`src/rtl/tx_8b10b_encoder.sv`:
```
// 8b10b transmit encoder: ALIGN comma burst after reset, then a RUN state that
// encodes accepted words with a one-cycle registered latency.
module tx_8b10b_encoder #(
   parameter int ALIGN_COUNT  = 16,
   parameter int COMMA_PERIOD = 256
) (
   input  logic       clk_div,
   input  logic       rst,
   input  logic [7:0] tx_data,
   input  logic       tx_k,
   input  logic       tx_valid,
   output logic       tx_ready,
   output logic [9:0] data_parallel,
   output logic       rd_out,
   output logic       code_err
);

   // Handshake: a word transfers on a clk_div edge where tx_valid && tx_ready;
   // tx_ready is a function of state and period count only, never of tx_valid.

   typedef enum logic {S_ALIGN = 1'b0, S_RUN = 1'b1} state_t;

   localparam int            AW          = (ALIGN_COUNT > 1) ? $clog2(ALIGN_COUNT) : 1;
   localparam logic [AW-1:0] ALIGN_LAST  = AW'(ALIGN_COUNT - 1);
   localparam int            PW          = (COMMA_PERIOD > 1) ? $clog2(COMMA_PERIOD) : 1;
   localparam int            PLAST_I     = (COMMA_PERIOD > 0) ? COMMA_PERIOD - 1 : 0;
   localparam logic [PW-1:0] PERIOD_LAST = PW'(PLAST_I);
   localparam bit            COMMA_EN    = (COMMA_PERIOD > 0);

   state_t        r_state, w_state_nxt;
   logic [AW-1:0] r_align_cnt;
   logic [PW-1:0] r_pcnt;
   logic [9:0]    r_data;
   logic          r_rd, r_err;

   logic       w_forced, w_tx_ready, w_accept, w_k_ok, w_err_nxt, w_k;
   logic [7:0] w_byte;
   logic [5:0] w_s6_base, w_s6;
   logic [3:0] w_s4_base, w_s4;
   logic       w_flip6, w_flip4, w_rd6, w_rd_nxt, w_a7;
   logic [9:0] w_word;

   // 5b/6b code at RD-, written abcdei with 'a' as the MSB.
   function automatic logic [5:0] enc6(input logic [4:0] x);
      case (x)
         5'd0:  enc6 = 6'b100111;  5'd1:  enc6 = 6'b011101;
         5'd2:  enc6 = 6'b101101;  5'd3:  enc6 = 6'b110001;
         5'd4:  enc6 = 6'b110101;  5'd5:  enc6 = 6'b101001;
         5'd6:  enc6 = 6'b011001;  5'd7:  enc6 = 6'b111000;
         5'd8:  enc6 = 6'b111001;  5'd9:  enc6 = 6'b100101;
         5'd10: enc6 = 6'b010101;  5'd11: enc6 = 6'b110100;
         5'd12: enc6 = 6'b001101;  5'd13: enc6 = 6'b101100;
         5'd14: enc6 = 6'b011100;  5'd15: enc6 = 6'b010111;
         5'd16: enc6 = 6'b011011;  5'd17: enc6 = 6'b100011;
         5'd18: enc6 = 6'b010011;  5'd19: enc6 = 6'b110010;
         5'd20: enc6 = 6'b001011;  5'd21: enc6 = 6'b101010;
         5'd22: enc6 = 6'b011010;  5'd23: enc6 = 6'b111010;
         5'd24: enc6 = 6'b110011;  5'd25: enc6 = 6'b100110;
         5'd26: enc6 = 6'b010110;  5'd27: enc6 = 6'b110110;
         5'd28: enc6 = 6'b001110;  5'd29: enc6 = 6'b101110;
         5'd30: enc6 = 6'b011110;  default: enc6 = 6'b101011;
      endcase
   endfunction

   // 3b/4b data code at RD-, written fghj with 'f' as the MSB (primary D.x.7).
   function automatic logic [3:0] enc4(input logic [2:0] y);
      case (y)
         3'd0: enc4 = 4'b1011;  3'd1: enc4 = 4'b1001;
         3'd2: enc4 = 4'b0101;  3'd3: enc4 = 4'b1100;
         3'd4: enc4 = 4'b1101;  3'd5: enc4 = 4'b1010;
         3'd6: enc4 = 4'b0110;  default: enc4 = 4'b1110;
      endcase
   endfunction

   always_ff @(posedge clk_div or posedge rst) begin
      if (rst) begin
         r_state     <= S_ALIGN;
         r_align_cnt <= '0;
         r_pcnt      <= '0;
      end else begin
         r_state <= w_state_nxt;
         if (r_state == S_ALIGN) begin
            r_align_cnt <= (r_align_cnt == ALIGN_LAST) ? '0 : r_align_cnt + 1'b1;
            r_pcnt      <= '0;
         end else begin
            r_align_cnt <= '0;
            r_pcnt      <= (!COMMA_EN || r_pcnt == PERIOD_LAST) ? '0 : r_pcnt + 1'b1;
         end
      end
   end

   always_comb begin
      w_state_nxt = r_state;
      if (r_state == S_ALIGN && r_align_cnt == ALIGN_LAST)
         w_state_nxt = S_RUN;
   end

   // Anything not accepted (align, idle, forced comma, bad K) becomes K28.5.
   always_comb begin
      w_forced   = COMMA_EN && (r_pcnt == PERIOD_LAST);
      w_tx_ready = (r_state == S_RUN) && !w_forced;
      w_accept   = tx_valid && w_tx_ready;
      w_k_ok     = (tx_data[4:0] == 5'd28) ||
                   ((tx_data[7:5] == 3'd7) &&
                    (tx_data[4:0] == 5'd23 || tx_data[4:0] == 5'd27 ||
                     tx_data[4:0] == 5'd29 || tx_data[4:0] == 5'd30));
      w_err_nxt  = 1'b0;
      w_byte     = 8'hBC;
      w_k        = 1'b1;
      if (w_accept) begin
         if (tx_k && !w_k_ok) begin
            w_err_nxt = 1'b1;
         end else begin
            w_byte = tx_data;
            w_k    = tx_k;
         end
      end
   end

   always_comb begin
      w_s6_base = (w_k && w_byte[4:0] == 5'd28) ? 6'b001111 : enc6(w_byte[4:0]);
      w_flip6   = ($countones(w_s6_base) != 3);
      w_s6      = (r_rd && (w_flip6 || w_byte[4:0] == 5'd7)) ? ~w_s6_base : w_s6_base;
      w_rd6     = r_rd ^ w_flip6;
      w_a7      = (w_byte[7:5] == 3'd7) &&
                  (w_k ||
                   (!w_rd6 && (w_byte[4:0] == 5'd17 || w_byte[4:0] == 5'd18 ||
                               w_byte[4:0] == 5'd20)) ||
                   ( w_rd6 && (w_byte[4:0] == 5'd11 || w_byte[4:0] == 5'd13 ||
                               w_byte[4:0] == 5'd14)));
      w_s4_base = w_a7 ? 4'b0111 : enc4(w_byte[7:5]);
      w_flip4   = ($countones(w_s4_base) != 2);
      // K.x.1/2/5/6 use the inverted neutral form at RD- so commas stay unique.
      if (w_k && (w_byte[7:5] == 3'd1 || w_byte[7:5] == 3'd2 ||
                  w_byte[7:5] == 3'd5 || w_byte[7:5] == 3'd6))
         w_s4 = w_rd6 ? w_s4_base : ~w_s4_base;
      else
         w_s4 = (w_rd6 && (w_flip4 || w_byte[7:5] == 3'd3)) ? ~w_s4_base : w_s4_base;
      w_rd_nxt = w_rd6 ^ w_flip4;
      w_word   = {w_s4[0], w_s4[1], w_s4[2], w_s4[3],
                  w_s6[0], w_s6[1], w_s6[2], w_s6[3], w_s6[4], w_s6[5]};
   end

   always_ff @(posedge clk_div or posedge rst) begin
      if (rst) begin
         r_data <= 10'h000;
         r_rd   <= 1'b0;
         r_err  <= 1'b0;
      end else begin
         r_data <= w_word;
         r_rd   <= w_rd_nxt;
         r_err  <= w_err_nxt;
      end
   end

   assign tx_ready      = w_tx_ready;
   assign data_parallel = r_data;
   assign rd_out        = r_rd;
   assign code_err      = r_err;

endmodule

```
`config.mk`:
```
export PLATFORM = sky130hd
export DESIGN_NAME = tx_8b10b_encoder
export DESIGN_NICKNAME = d
export VERILOG_FILES = /design/src/rtl/tx_8b10b_encoder.sv
export SDC_FILE = /design/constraint.sdc
export NUM_CORES = 1
export LEC_CHECK = 0
export ABC_AREA = 1
export CORE_UTILIZATION = 45
export DETAILED_ROUTE_END_ITERATION = 7
export PLACE_DENSITY = 0.67
export SLEW_MARGIN = 5
export SYNTH_ARGS = -nofsm -noshare
export SYNTH_HDL_FRONTEND = slang
export SYNTH_SLANG_ARGS = --single-unit
```
`constraint.sdc`:
```
create_clock -name clk_div -period 6.39 [get_ports clk_div]
set_clock_uncertainty 0.2 [all_clocks]
set_input_delay 0.639 -clock clk_div [delete_from_list [all_inputs] [get_ports clk_div]]
set_output_delay 0.639 -clock clk_div [all_outputs]
set_load 0.01 [all_outputs]
```
Yosys cells after proc, flatten, opt, wreduce, memory -nomap -nowiden:

Memory sizes are Yosys's and may differ from the RTL's.
Cells that the tools add are included.
W data, S select, Z words.

* register bits: 25
* ROM bits: 192
* input port bits: 12
* logic and storage cells: 95
* memories: 1

* $add $sub $neg: 10
* eq/ne operators: 25
* mux-type cells: 17
* bitwise gates (word level): 5
* reduce and logical (&&, ||, !) cells: 31

Memory list
* (no name shown): words 32, bits a word 6, rd ports 1, clocked after Yosys merged registers in 0, wr ports 0, RTL line 45 `case (x)`

Operators by type and width (count)
* $eq A5 B5 Y1 const B: 9
* $mux W8: 4
* $pmux W4 S7: 1
* $mux W4: 6
* $eq A3 B3 Y1 const B: 5
* $eq A5 B4 Y1 const B: 3
* $logic_or A1 B1 Y1: 15
* $logic_and A1 B1 Y1: 12
* $mux W6: 2
* $add A1 B1 Y2: 5
* $add A8 B1 Y8 const B: 1
* $eq A8 B8 Y1 const B: 1
* $add A2 B2 Y3: 2
* $eq A3 B2 Y1 const B: 2
* $not A6 Y6: 1
* $eq A5 B3 Y1 const B: 1
* $add A3 B2 Y4: 1
* $add A4 B1 Y4 const B: 1
* $eq A4 B4 Y1 const B: 1
* $mux W1: 4
* $ne A4 B2 Y1 const B: 1
* $not A4 Y4: 1
* $eq A3 B1 Y1 const B: 1
* $logic_not A1 Y1: 3
* other kinds (4): 5

Depth between registers and ports, before layout:

* depth after elaboration: 31
* depth in mapped cells: 45
* depth with buffers taken out: 45

Worst setup path after synthesis:

Ideal clock, no wire load.

* kind: input-to-reg
* from: in tx_data[4]
* to: reg r_data[7], in the netlist data_parallel[7]
* setup time: 0.132 ns
* data arrival time: 6.562 ns
* slack: -0.505 ns
* cell stages on the path: 40
* path buffers: 0
* cell sequence: inv_1 -> nor2_2 -> nand3_2 -> nand2_4 -> nand2_4 -> nor2_1 -> inv_1 -> ha_1 -> nand3_2 -> o21ai_0 -> a21oi_1 -> nand2_1 -> inv_1 -> fa_1 -> fa_1 -> inv_1 -> ha_1 -> inv_1 -> [4 not listed] -> nand2_1 -> inv_1 -> nor2_1 -> nand2_1 -> nand3_1 -> nand2_2 -> nand2_1 -> inv_1 -> fa_1 -> inv_1 -> ha_1 -> ha_1 -> inv_1 -> nor3_1 -> o21ai_1 -> nand3_2 -> nand2_2 -> xor2_1

* longest elaborated chain between the ends: 31

Ends and longest elaborated chain
* start, declared: RTL line 9 `input logic [7:0] tx_data,`
* parallel branches: the longest is 30 deep, another holds $mem_v2 Z32 W6
* $mux W4 (*): RTL line 134 `if (w_k && (w_byte[7:5] == 3'd1 || w_byte[7:5] == 3'd2 ||`
* named net w_s4[2]: RTL line 39 `logic [3:0] w_s4_base, w_s4;`
* end signal, assigned: RTL line 150 `r_data <= w_word;`
* end, declared: RTL line 33 `logic [9:0] r_data;`

Mark *: on every way through the listed nets, which the timed path passes.
A chain may end at the register's enable or synchronous reset.

Worst setup path in the final report:

* from: in tx_data[2]
* to: reg r_data[6], in the netlist data_parallel[6]

The elaborated chain is that of the path after synthesis.

==> results.yml <==
status:
  status: "complete, but fails checks"
  violations: "negative setup slack"
routing:
  routed_wl_um: 5184
  first_pass_iters: 4
  avgRoutedWirePerCell_um: 12.52
  vias: 2059
  drc: 0
  drt-initial-drc-count: 64
  final_antenna_net_count: 0
  vias_per_cell: 4.973
critical_path:
  crit_path_end_kind: "register"
  crit_top_cell: "nand2_2"
  cp-start-kind: "input port"
  ff2ff_path_depth: 44
  worstReg2RegStart: "r_pcnt[0]"
  reg2reg_slack_ns: -0.15
  cp.arrival_ns: 6.58
  slowest_stage: "fa_1"
  r2r-end: "data_parallel[6]"
  crit_required_ns: 6.40
  max_stage_delay_ns: 0.57
  crit_type: "input port to register"
  cp_max_fo: 4
clock_network:
  cts.htree.levels: 1
  clkLatencyLatePin_ns: 0.26
  cts_tree: "yes"
  clockBufferDepth: 2
  cts_root_buf: "clkbuf_8"
  clk_pin_slew_ns: 0.09
  cts.sinks: 25
  cts-buffers-inserted: 3
  ctsHoldBuffers: 0
logic_synthesis:
  syn-num-nets: 285
  synth_edf_count: 0
  synth_most_common_cell: "nand2_1"
  synth_area_leader_cell: "dfrtp_1"
  yosysTopAreaCellShare_pct: 32.28
  synthFlopType: "dfrtp_1"
  netlist_area_mm2: 0.001938
  async_flop_share_pct: 100.0
  ys_seq_elements: 25
  yosys-top-cells-area: "dfrtp_1 (32%), nand2_1 (11%), ha_1 (8.4%)"
  ys.warnings.count: 0
  synthDistinctLibCells: 27
  yosysSeqAreaShare_pct: 32.28
  synth_common_cells: "nand2_1 (56), inv_1 (37), dfrtp_1 (25), nor2_1 (21), nand3_1 (14)"
  synthCells: 256
  syn-mean-instance-area_um2: 7.571
sta:
  holdWs_ns: 0.2769
  hold_violations: 0
  max_freq_mhz: 152.3
  rsz0062_at_grt: "true"
  maxSlewViolCount: 0
  post-route-min-period_ns: 6.568
  slew_headroom_pct: 39.01
  timing.final.crit_share_pct: 102.8
  finalWorstSetupSlack_ns: -0.1776
  tightest_slew_ns: 0.9138
  setup_viol: 5
power:
  power_density_mw_per_mm2: 226.5
  leakage_nw: 1.538
  ir_drop_uv: 103.1
min_path:
  hold_start: "r_align_cnt[0]"
  hold_path_end: "r_align_cnt[0]"
  hold_path_depth: 1
  hold_path_class: "register to register"
finish:
  syn2layout_area_growth_pct: 60.30
  nFillCells: 303
  nNetsFinal: 394
  drive_gt1_share_pct: 44.78
  antennaDiodeCount: 0
  fin_area_mm2: 0.003107
global_routing:
  grt-ovfl-total: 0
  grt_pass1_wl_um: 8093
  antenna_found_initial: 0
  grt_max_degree: 26
  grt_pass1_vias: 1866
  grt_usage_pct: 22.69
placement:
  detailed_place_hpwl_um: 3734
  gp_congestion: 0.8264
  port_buffers: 24
  post_dp_cell_area_mm2: 0.002806
  dpl_worst_slack_ns: -0.8079
floorplan:
  start_util_pct: 47.76
  coreArea_mm2: 0.004058
  die_h_um: 67.63
  die_area_mm2: 0.004573
  core.rowCount: 23
  io_pins: 25
  die_w_um: 67.63
flow_run:
  drv_cap: 0
-- power breakdown --
group          switching [W]  internal (W)  leakage, nW
combinational       0.000191      0.000216         1.20
sequential         0.0000111      0.000194        0.309
clock              0.0000469     0.0000435       0.0255
-- how the worst max path moves through the flow --
stage,slack [ns],start,end,cells past startpoint
final,-0.18,tx_data[2],data_parallel[6],44
after global routing,-0.59,tx_data[2],data_parallel[6],43
after global placement,-0.69,tx_data[3],data_parallel[7],41
after detailed placement,-0.81,tx_data[3],data_parallel[7],41
after floorplan,-0.09,tx_data[4],data_parallel[7],40
after CTS,-0.05,r_pcnt[1],data_parallel[6],45
-- per-stage QoR --
step | instances | utilization [%] | power (W) | setup TNS [ns]
2_1_floorplan | 256 | - | 0.0003825 | -0.2360
3_3_place_gp | 392 | 69.16 | 0.0005405 | -3.229
3_5_place_dp | 392 | 69.16 | 0.0005474 | -3.816
4_1_cts | 402 | 72.22 | 0.0006580 | -0.1222
5_1_grt | 414 | 76.56 | 0.0007559 | -2.410
6_report | 414 | 76.56 | 0.0007037 | -0.5145
-- worst max-delay path: cells and delay by family --
family / cells / cell delay [ns]
and+or+nand+nor: 22 / 2.13
adders and majority gates: 8 / 2.73
buffers and inverters: 12 / 0.89
AOI/OAI and AO/OA: 2 / 0.20
-- sequential cells by signal (all words and copies together), names as in the netlist --
register	count
r_pcnt	8
data_parallel	10
r_align_cnt	4
code_err	1
r_state	1
rd_out	1
-- final cells by class --
cell class	count	area [um^2]	share of cell area [%]
Inverter	42	168.9	5.437
Sequential cell	25	625.6	20.14
Multi-Input combinational cell	189	1378	44.34
Clock inverter	1	5.005	0.1611
Timing Repair Buffer	104	825.8	26.58
Clock buffer	3	41.29	1.329
Tap cell	50	62.56	2.014
-- routing by layer --
metal	vias to the layer above	global-route usage (%)	wire length [um]
li1	1038	-	-
met1	975	28.75	2216
met2	36	41.71	2757
met3	10	1.182	127
met4	0	4.787	82
met5	-	0	0
-- logic make-up after synthesis --
kind of cell             after synthesis  synth area share [%]
XOR/XNOR                               7                 3.163
buffers and inverters                 42                 8.134
AO/OA/AOI/OAI                         29                 8.199
adder cells (fa/ha/maj)               17                 12.52
AND/OR/NAND/NOR                      136                 35.70
flip-flops                            25                 32.28
-- what timing repair did --
item | 4_1_cts | 5_1_grt
pin swaps | 31 | 29
endpoints found under the setup margin | 5 | 5
setup buffers | 6 | 12
resized for setup | 28 | 35
-- placed cells by master (no fill, tap or decap), drive strengths merged --
master | synthesis | routed
nor3 | 5 | 5
fa | 4 | 4
clkinv | 2 | 3
ha | 13 | 13
nand2 | 65 | 65
clkinvlp | 0 | 1
nand4 | 9 | 9
and3 | 4 | 4
xor2 | 5 | 5
or2 | 2 | 2
dlygate4sd2 | 0 | 3
o21ai | 14 | 14
buf | 0 | 82
o21a | 2 | 2
a21oi | 9 | 9
clkbuf | 0 | 5
xnor2 | 2 | 2
inv | 40 | 39
a31oi | 1 | 1
o211ai | 3 | 3
clkdlybuf4s15 | 0 | 2
nor2 | 29 | 29
dfrtp | 25 | 25
nand3 | 22 | 22
clkdlybuf4s50 | 0 | 15
No activity file was read; power rests on OpenSTA's default activity.
==> RTL change: new RTL, same flow settings <==
The parameter `COMMA_PERIOD` goes from 256 to 1024.
--- a/src/rtl/tx_8b10b_encoder.sv
+++ b/src/rtl/tx_8b10b_encoder.sv
@@ -3,5 +3,5 @@
 module tx_8b10b_encoder #(
    parameter int ALIGN_COUNT  = 16,
-   parameter int COMMA_PERIOD = 256
+   parameter int COMMA_PERIOD = 1024
 ) (
    input  logic       clk_div,
Check against the original RTL: same outputs for any inputs over 10 cycles, from zero or initial values and one cycle with rst high; that may be too few to reach the edited logic, so the function may still have changed.
==> RTL change against the unedited design <==
Synthesized cell count is 8.6% higher; the flow now stops in 5_1_grt; synthesized area is 2.3% higher.
==> RTL change: results (changes against the unedited design) <==
metric,value,unit,change
"Remaining Overflow, GRT",2,,
placer congestion estimate,0.8707,,+5.4%
Err,[ERROR GRT-0232] Routing congestion too high. Check the congestion heatmap in the GUI.,,
Port Buffers,24,,unchanged
Synth cell types,27,,unchanged
ys async rst share,100.0,%,unchanged
Exit stage,5_1_grt,,
Tot GR Track Use,61.11,%,
"worst slack, placed",-0.8903,ns,-0.08242 ns
status,aborted with a tool error,,
ranking of synthesized cells by area,"dfrtp_1 (34%), nand2_1 (15%), inv_1 (8.9%)",,
commonest cells in the synthesized netlist,"nand2_1 (77), inv_1 (47), nor2_1 (39)",,
DP Wirelength,3.734,mm,about the same
sequential cell area fraction in the yosys report,34.07,%,+1.8 points
Placed Cells,408,,+4.1%
CTS Buf Count,3,,unchanged
largest net degree at the start of global routing,28,,
Yosys Warn Count,0,,unchanged
syn_nets,304,,+6.7%
Clock Path Buffers,2,,unchanged
CTS Sinks,27,,+8.0%
htree depth,1,,unchanged
grt repair worst endpoint,data_parallel[6]$_DFF_PP0_/D,,
Worst EP Category,register input,,
clk root buf,clkbuf_8,,
"Avg Cell Area, Syn",7.134,sq um,-5.8%
RTL change: cell types whose count changed after synthesis, sizes merged, moves of 4 or more:
cell | unedited run | this run
inv | 40 | 50
nor2 | 29 | 41
and3 | 4 | 0
nand2 | 65 | 86
a21oi | 9 | 5
RTL change: through the flow:
stage | util [%] | instance area, sq um
floorplan | - | 2126
global placement | 69.14 | 2845
CTS | 89.15 | 3669
detailed placement | 69.14 | 2845
RTL change: cell families after synthesis:
logic type               Yosys count  share of synthesized area (%)
flip-flops                        27                          34.07
adder cells (fa/ha/maj)           14                          10.35
XOR/XNOR                           7                          3.092
buffers and inverters             51                          10.03
AO/OA/AOI/OAI                     20                          5.868
AND/OR/NAND/NOR                  159                          36.59
RTL change: routing by layer:
metal	GRT overflow	track usage (%)
met5	0	11.25
met4	1	59.11
met3	0	36.33
met2	1	85.17
met1	0	61.09
RTL change: repair_timing:
item | 4_1_cts
pin swaps | 32
setup endpoints to repair | 5
setup buffers | 97
resized for setup | 35
